--- src/rtl/inst_loader_if.sv ---
// inst_loader_if: bundles the boot byte stream, instruction-memory write port and load status.
// Latency: none; this is the signal bundle only.
// Backpressure: the byte stream is valid/ready; the memory write port cannot stall the loader.
//
// Modports:
//   master - loader side: consumes start/num_words/byte stream, drives byte_ready,
//            the memory write port and the status outputs.
//   slave  - boot source / host side: the mirror image of master.
//
// Signals:
//   start, num_words           load request and word count (num_words is 0..2**ADDR_W)
//   byte_valid, byte_data      incoming byte stream
//   byte_ready                 loader can take a byte this cycle
//   mem_we, mem_addr, mem_wdata  one-cycle word write into instruction memory
//   busy, cpu_hold, done       load in progress, CPU stall, completion pulse
//   chk_err                    checksum mismatch of the last load (0 when checksum build is off)
interface inst_loader_if #(
   parameter int ADDR_W = 8
);
   logic              start;
   logic [ADDR_W:0]   num_words;
   logic              byte_valid;
   logic [7:0]        byte_data;
   logic              byte_ready;
   logic              mem_we;
   logic [31:0]       mem_addr;
   logic [31:0]       mem_wdata;
   logic              busy;
   logic              cpu_hold;
   logic              done;
   logic              chk_err;

   modport master (
      input  start, num_words, byte_valid, byte_data,
      output byte_ready, mem_we, mem_addr, mem_wdata, busy, cpu_hold, done, chk_err
   );

   modport slave (
      output start, num_words, byte_valid, byte_data,
      input  byte_ready, mem_we, mem_addr, mem_wdata, busy, cpu_hold, done, chk_err
   );
endinterface

--- src/rtl/inst_loader.sv ---
// inst_loader: packs a big-endian byte stream into 32-bit words and writes them to instruction memory.
// Latency: a word is written the cycle after its 4th byte is accepted; at least 5 cycles per word.
// Backpressure: byte_ready is decoded from state (high in RECV/CHK only); input gaps stall indefinitely.
//
// Ports:
//   clk       rising-edge clock
//   rst       asynchronous active-high reset; abandons any load in progress
//   bus       inst_loader_if.master: start/num_words, byte stream, memory write port,
//             busy/cpu_hold/done status and chk_err
//
// Parameters:
//   ADDR_W    word-index width; memory depth is 2**ADDR_W words, byte address = {index, 2'b00}
//   BASE_IDX  word index of the first word written; the index wraps modulo 2**ADDR_W
//
// Build option:
//   INST_LOADER_CHKSUM_EN  when defined, one checksum byte (XOR of all payload bytes) follows
//                          the last word; a mismatch sets chk_err until the next accepted start.
//                          When undefined there is no CHK state and chk_err is tied low.
module inst_loader #(
   parameter int ADDR_W   = 8,
   parameter int BASE_IDX = 0
) (
   input  logic          clk,
   input  logic          rst,
   inst_loader_if.master bus
);

   typedef enum logic [2:0] {
      IDLE  = 3'd0,
      RECV  = 3'd1,
      WRITE = 3'd2,
      CHK   = 3'd3,
      DONE  = 3'd4
   } state_t;

   localparam logic [ADDR_W:0]   ONE  = (ADDR_W+1)'(1);
   localparam logic [ADDR_W-1:0] BASE = ADDR_W'(BASE_IDX);

   state_t            state;
   state_t            nstate;

   logic [ADDR_W:0]   nwords;     // word count latched at the accepted start
   logic [ADDR_W:0]   word_idx;   // index of the word being assembled, 0-based
   logic [1:0]        byte_cnt;   // byte position inside the current word
   logic [23:0]       shreg;      // first three bytes of the current word, oldest in [23:16]
   logic [ADDR_W-1:0] idx_wrap;   // memory word index, wrapping at the memory depth
   logic              xfer;
   logic              last_word;

   // ------------------------------------------------------------------
   // Decoded outputs: everything visible to the CPU side comes from the
   // state register, so there is no input-to-byte_ready path.
   // ------------------------------------------------------------------
   assign bus.byte_ready = (state == RECV) || (state == CHK);
   assign bus.mem_we     = (state == WRITE);
   assign bus.busy       = (state != IDLE);
   assign bus.cpu_hold   = (state != IDLE);
   assign bus.done       = (state == DONE);

   assign xfer      = bus.byte_valid & bus.byte_ready;
   // nwords is never zero outside IDLE/DONE, so the subtraction cannot underflow where it matters.
   assign last_word = (word_idx == nwords - ONE);
   // Adding in ADDR_W bits gives the modulo-depth wrap for free.
   assign idx_wrap  = BASE + word_idx[ADDR_W-1:0];

   // ------------------------------------------------------------------
   // State register
   // ------------------------------------------------------------------
   always_ff @(posedge clk or posedge rst) begin
      if (rst) begin
         state <= IDLE;
      end else begin
         state <= nstate;
      end
   end

   // ------------------------------------------------------------------
   // Next-state logic
   // ------------------------------------------------------------------
   always_comb begin
      nstate = state;
      case (state)
         IDLE: begin
            // A zero-length load completes immediately without touching memory.
            if (bus.start) begin
               nstate = (bus.num_words != '0) ? RECV : DONE;
            end
         end
         RECV: begin
            if (xfer && (byte_cnt == 2'd3)) begin
               nstate = WRITE;
            end
         end
         WRITE: begin
            if (last_word) begin
`ifdef INST_LOADER_CHKSUM_EN
               nstate = CHK;
`else
               nstate = DONE;
`endif
            end else begin
               nstate = RECV;
            end
         end
         CHK: begin
            if (xfer) begin
               nstate = DONE;
            end
         end
         DONE: begin
            nstate = IDLE;
         end
         default: begin
            nstate = IDLE;
         end
      endcase
   end

   // ------------------------------------------------------------------
   // Datapath: word assembly, write address/data and word counter.
   // mem_addr/mem_wdata are captured on the 4th byte so they are stable
   // for the whole WRITE cycle and hold their value afterwards.
   // ------------------------------------------------------------------
   always_ff @(posedge clk or posedge rst) begin
      if (rst) begin
         nwords        <= '0;
         word_idx      <= '0;
         byte_cnt      <= '0;
         shreg         <= '0;
         bus.mem_addr  <= '0;
         bus.mem_wdata <= '0;
      end else begin
         case (state)
            IDLE: begin
               if (bus.start) begin
                  nwords   <= bus.num_words;
                  word_idx <= '0;
                  byte_cnt <= '0;
               end
            end
            RECV: begin
               if (xfer) begin
                  byte_cnt <= byte_cnt + 2'd1;
                  if (byte_cnt == 2'd3) begin
                     bus.mem_wdata <= {shreg, bus.byte_data};
                     bus.mem_addr  <= {{(30-ADDR_W){1'b0}}, idx_wrap, 2'b00};
                  end else begin
                     shreg <= {shreg[15:0], bus.byte_data};
                  end
               end
            end
            WRITE: begin
               if (!last_word) begin
                  word_idx <= word_idx + ONE;
               end
            end
            default: begin
            end
         endcase
      end
   end

   // ------------------------------------------------------------------
   // Optional trailing checksum byte
   // ------------------------------------------------------------------
`ifdef INST_LOADER_CHKSUM_EN
   logic [7:0] chk_acc;   // running XOR of payload bytes of the current load
   logic       chk_err_q;

   always_ff @(posedge clk or posedge rst) begin
      if (rst) begin
         chk_acc   <= '0;
         chk_err_q <= 1'b0;
      end else begin
         case (state)
            IDLE: begin
               if (bus.start) begin
                  chk_acc   <= '0;
                  chk_err_q <= 1'b0;
               end
            end
            RECV: begin
               if (xfer) begin
                  chk_acc <= chk_acc ^ bus.byte_data;
               end
            end
            CHK: begin
               if (xfer) begin
                  chk_err_q <= (bus.byte_data != chk_acc);
               end
            end
            default: begin
            end
         endcase
      end
   end

   assign bus.chk_err = chk_err_q;
`else
   assign bus.chk_err = 1'b0;
`endif

endmodule
--- src/flat_wrapper.sv ---
// flat-port wrapper written by rule: the top's interface ports become plain ports
module inst_loader_flat 
#(
   parameter int ADDR_W   = 8,
   parameter int BASE_IDX = 0
)
  (clk, rst, bus_start, bus_num_words, bus_byte_valid, bus_byte_data, bus_byte_ready, bus_mem_we, bus_mem_addr, bus_mem_wdata, bus_busy, bus_cpu_hold, bus_done, bus_chk_err);
  inst_loader_if #(.ADDR_W(ADDR_W)) bus_i ();
  input  logic clk;
  input  logic rst;
  input wire logic [$bits(bus_i.start)-1:0] bus_start;
  input wire logic [$bits(bus_i.num_words)-1:0] bus_num_words;
  input wire logic [$bits(bus_i.byte_valid)-1:0] bus_byte_valid;
  input wire logic [$bits(bus_i.byte_data)-1:0] bus_byte_data;
  output wire logic [$bits(bus_i.byte_ready)-1:0] bus_byte_ready;
  output wire logic [$bits(bus_i.mem_we)-1:0] bus_mem_we;
  output wire logic [$bits(bus_i.mem_addr)-1:0] bus_mem_addr;
  output wire logic [$bits(bus_i.mem_wdata)-1:0] bus_mem_wdata;
  output wire logic [$bits(bus_i.busy)-1:0] bus_busy;
  output wire logic [$bits(bus_i.cpu_hold)-1:0] bus_cpu_hold;
  output wire logic [$bits(bus_i.done)-1:0] bus_done;
  output wire logic [$bits(bus_i.chk_err)-1:0] bus_chk_err;
  assign bus_i.start = bus_start;
  assign bus_i.num_words = bus_num_words;
  assign bus_i.byte_valid = bus_byte_valid;
  assign bus_i.byte_data = bus_byte_data;
  assign bus_byte_ready = bus_i.byte_ready;
  assign bus_mem_we = bus_i.mem_we;
  assign bus_mem_addr = bus_i.mem_addr;
  assign bus_mem_wdata = bus_i.mem_wdata;
  assign bus_busy = bus_i.busy;
  assign bus_cpu_hold = bus_i.cpu_hold;
  assign bus_done = bus_i.done;
  assign bus_chk_err = bus_i.chk_err;
  inst_loader #(.ADDR_W(ADDR_W), .BASE_IDX(BASE_IDX)) u_core (.clk(clk), .rst(rst), .bus(bus_i));
endmodule
--- config.mk ---
export PLATFORM = sky130hd
export DESIGN_NAME = inst_loader_flat
export DESIGN_NICKNAME = d
export VERILOG_FILES = /design/src/rtl/inst_loader_if.sv /design/src/rtl/inst_loader.sv /design/src/flat_wrapper.sv
export SDC_FILE = /design/constraint.sdc
export NUM_CORES = 1
export LEC_CHECK = 0
export ABC_AREA = 1
export BUFFER_PORTS_ARGS = -buffer_cell sky130_fd_sc_hd__buf_2
export CORE_MARGIN = 2
export CORE_UTILIZATION = 55
export CTS_CLUSTER_DIAMETER = 60
export DETAILED_ROUTE_END_ITERATION = 12
export GPL_TIMING_DRIVEN = 0
export PLACE_DENSITY_LB_ADDON = 0.3
export SETUP_SLACK_MARGIN = 0.5
export SYNTH_ARGS = -nofsm -noshare
export SYNTH_HDL_FRONTEND = slang
export SYNTH_SLANG_ARGS = --single-unit
--- constraint.sdc ---
create_clock -name clk -period 6.45 [get_ports clk]
set_input_delay 1.29 -clock clk [delete_from_list [all_inputs] [get_ports clk]]
set_output_delay 1.29 -clock clk [all_outputs]
set_load 0.01 [all_outputs]
## After elaboration in Yosys (flattened, before gate mapping)

Index checks and enable logic that the tools add are counted.

| word-level totals | value |
|---|---|
| bits in registers | 87 |
| input port bits | 21 |
| output and inout port bits | 70 |
| logic and storage cells | 48 |

| operators by class | value |
|---|---|
| $add $sub $neg | 3 |
| eq/ne operators | 11 |
| multiplexer cells | 12 |
| bitwise logic cells | 2 |
| reductions and logical operators | 13 |

Operators with widths:

| cell | number |
|---|---|
| 9-bit 2-to-1 mux | 2 |
| 9-bit case mux with 2 select lines | 1 |
| 3-bit 2-to-1 mux | 5 |
| 3-bit AND reduction | 5 |
| 3-bit case mux with 4 select lines | 1 |
| 9-bit by 1-bit adder with 9-bit output (second input constant) | 1 |
| 9-bit equality test | 1 |
| 9-bit nonzero test | 1 |
| 9-bit by 1-bit subtractor with 9-bit output (second input constant) | 1 |
| 3-bit by 2-bit equality test with 1-bit output (second input constant) | 2 |
| 2-bit inequality test (second input constant) | 3 |
| 2-bit 2-to-1 mux | 2 |
| 2-bit by 1-bit inequality test with 1-bit output (second input constant) | 2 |
| 2-bit case mux with 2 select lines | 1 |
| 2-bit nonzero test | 2 |
| 3-bit by 1-bit equality test with 1-bit output (second input constant) | 1 |
| 3-bit equality test (second input constant) | 1 |
| 3-bit zero test | 1 |
| 3-bit nonzero test | 1 |
| 2-bit by 1-bit adder with 2-bit output (second input constant) | 1 |
| 2-bit equality test (second input constant) | 1 |
| 2-bit AND reduction | 1 |
| 1-bit AND | 1 |
| 1-bit logical AND | 1 |
| other kinds (2) | 2 |

## Longest topological paths before layout

| depth | value |
|---|---|
| depth in word-level cells | 6 |
| gate-level depth with buffers | 16 |
| mapped depth without buffers | 15 |

## Worst setup path before layout

OpenSTA, ideal clock, no wires.

| timing path | value |
|---|---|
| path kind | register to output |
| from | reg u_core.state[2] |
| to | out bus_mem_we |
| arrival | 0.822 ns |
| required time | 5.160 ns |
| slack | 4.338 ns |
| stages on the path, launching flop included | 4 |
| buffers on the path | 0 |
| cells stage by stage | dfrtp_1 nor2_1 nand2_1 inv_1 |

| on the way | value |
|---|---|
| word-level cells in the longest chain between the ends | 1 |

Ends and longest elaborated chain:

| item | line | source |
|---|---|---|
| start, declared | inst_loader.sv:39 | `state_t state;` |
| start signal, assigned | inst_loader.sv:73 | `state <= nstate;` |
| 3-bit by 2-bit equality test with 1-bit output | inst_loader.sv:55 | `assign bus.mem_we = (state == WRITE);` |
| end, declared | flat_wrapper.sv:16 | `output wire logic [$bits(bus_i.mem_we)-1:0] bus_mem_we;` |

No other way between the ends.

## Worst setup path after layout

Ends and elaborated chain as after synthesis.

==> impl_metrics.csv <==
group,metric,value,unit
power,peakVddDrop,0.000201,V
clocking,cts.sinks,87,
drt,wl_per_cell,12.7,um
cells_and_area,final_cell_mix,"121 x nand2_1, 87 x dfrtp_1, 67 x buf_2",
drt,first_pass_iters,5,
timing,min_period,2750,ps
critical_path,r2r_setup_slack,4460,ps
clocking,cts-hold-fix-buffers,0,
hold_path,holdPathEnd,"u_core.bus.mem_wdata[16]",
critical_path,start_kind,"flip-flop",
grt,grt_pass1_vias,3214,
drt,routed_wl,8650,um
clocking,clock-root-buffer,"clkbuf_8",
hold_path,hold_depth,2,
clocking,tritoncts,"yes",
placement,hpwl,6520,um
critical_path,cp_max_fo,8,
cells_and_area,design_area,4940,um^2
power,pwr_density_cell,393,nW/um^2
floorplanning,io_pins,91,
critical_path,startpoint,"u_core.state[2]",
floorplanning,dieWidth,91.1,um
grt,grt_pass1_wl,14800,um
floorplanning,die_y,91.1,um
drt,drc,0,
yosys,syn_avg_cell_area,8.80,um^2
cells_and_area,multi_input_area,1580,um^2
clocking,numCtsBuffers,9,
power,power.leakage,2.74,nW
critical_path,endpoint_kind,"primary output",
cells_and_area,fin_nets,599,
placement,port_buffers,65,
cells_and_area,fillers,624,
yosys,ys_async_sr_fraction,100,%
placement,dpl.cell_count,663,
yosys,synth_area,4170,um^2
timing,fin_crit_sh,42.7,%
cells_and_area,drive_above_1_share,25.0,%
critical_path,reg2reg_from,"u_core.nwords[0]",
cells_and_area,finalNonFillerCells,679,
critical_path,reg2reg_to,"u_core.state[0]",
clocking,clock_path_buffers,2,
drt,viasPerCell,4.94,
placement,gp_congestion,0.862,
clocking,clk_pin_slew,90,ps
grt,globalRouteTotalUtil,22.1,%
yosys,yosys_warnings,0,
cells_and_area,antenna_cells,0,
placement,place_area,4740,um^2
yosys,yosys.cell_types.count,31,
timing,hold_violations,0,
drt,first_iter_violations,171,
timing,fmax,0.363,GHz
timing,slew_viol_final,0,
yosys,synth_edf_count,0,
cells_and_area,final_common_cell,"nand2_1",
floorplanning,coreArea,7290,um^2
yosys,synth_seq_cells,87,
timing,fin_tns_setup,0,ps
clocking,clk-insertion-delay-late,360,ps
run,maxCapViolCount,0,
clocking,post_cts_buffers,0,
critical_path,r2r_cells,14,
timing,rsz0062_at_grt,"false",
floorplanning,dieArea,8300,um^2
critical_path,required,5160,ps
run_status,outcome,"finished, final reports clean",
timing,setup_viol,0,
grt,antenna_found_initial,0,
cells_and_area,syn_to_final_growth,18.4,%
clocking,cts_resized,0,
yosys,syn-instance-count,474,
drt,antenna_left,0,
power,finalPower,1.94,mW
yosys,synth_seq_area_share,52.2,%
yosys,synth_flop_cell,"dfrtp_1",
drt,vias,3352,
cells_and_area,seq_area,2180,um^2
floorplanning,initial_core_util,57.2,%
critical_path,crit_type,"reg -> out",
timing,whs,487,ps
hold_path,hold_class,"reg -> reg",
clocking,htree_levels,3,
grt,grt_start_max_net_pins,64,
hold_path,min_from,"u_core.bus.mem_wdata[16]",
critical_path,arrival,1460,ps
timing,skew,14.9,ps
floorplanning,fp-row-count,31,
grt,grt_remaining_overflow,0,
metrics by stage:
step	utilization, %	setup slack (ps)
finish	67.7	3700
detailed placement	65.0	4080
global placement	64.6	2010
floorplan	-	2910
CTS	67.7	3690
global route	67.7	3570
where the power goes:
group,leakage [nW],switching (mW),internal [mW]
clock,0.103,0.203,0.169
sequential,1.13,0.130,0.741
combinational,1.50,0.408,0.291
worst max-delay path by stage:
stage / slack, ps / depth (start not counted) / to
after detailed placement: 4080 / 7 / u_core.bus.mem_wdata[3]
final: 3700 / 4 / bus_mem_we
after floorplan: 2910 / 1 / u_core.bus.mem_addr[2]
after CTS: 3690 / 4 / bus_mem_we
after global routing: 3570 / 4 / bus_mem_we
after global placement: 2010 / 2 / u_core.bus.mem_wdata[4]
logic make-up after synthesis:
family	share of synthesized area, %
AO/OA/AOI/OAI	8.22
XOR/XNOR	1.68
adder cells (fa/ha/maj)	0.900
buffers and inverters	12.2
flip-flops	52.2
multiplexers	4.77
other	0.0899
AND/OR/NAND/NOR	20.0
cells in the mapped netlist, types with 2 or more instances:
cell type,count,share of area (%)
dfrtp_1,87,52
xnor2_1,2,0.42
buf_2,2,0.24
nand2_2,2,0.30
xor2_1,6,1.3
o21ai_1,4,0.48
mux2_4,11,4.0
a21oi_1,5,0.60
nor2_1,29,2.6
clkbuf_1,7,0.63
inv_1,54,4.9
nor3b_1,3,0.54
inv_2,3,0.27
nor2_2,5,0.75
o21ai_0,55,6.6
buf_4,27,4.9
nand4_1,3,0.45
ha_1,3,0.90
mux2_2,3,0.81
nand2_1,121,11
nand3_1,28,3.4
buf_6,5,1.3
worst max-delay path, stage by stage (launching register included):
cell	delay (ps)
dfrtp_1	430
nor2_1	150
nand2_1	210
inv_1	190
buf_2	150
per-layer routing:
layer / routed length (um) / vias to the layer above / track usage (%) / share of wire [%]
met3: 460 / 10 / 3.82 / 5.3
met1: 3930 / 1585 / 30.5 / 45
met4: 87 / 0 / 6.44 / 1.0
li1: - / 1649 / - / -
met2: 4180 / 108 / 36.1 / 48
met5: 0 / - / 0 / 0
sequential cells by signal, indices dropped and copies added, names as in the netlist:
signal                count
u_core.bus.mem_addr       8
u_core.bus.mem_wdata     32
u_core.byte_cnt           2
u_core.nwords             9
u_core.shreg             24
u_core.state              3
u_core.word_idx           9
final cells by class:
cell class,count,area share [%]
tap,99,2.51
inverter,57,4.38
buffer,41,5.98
sequential,87,44.1
multi-input combinational,313,31.9
clock buffer,11,3.06
clock inverter,5,0.937
timing repair buffer,66,7.14
Note: power is estimated with default switching activity, not from simulation.
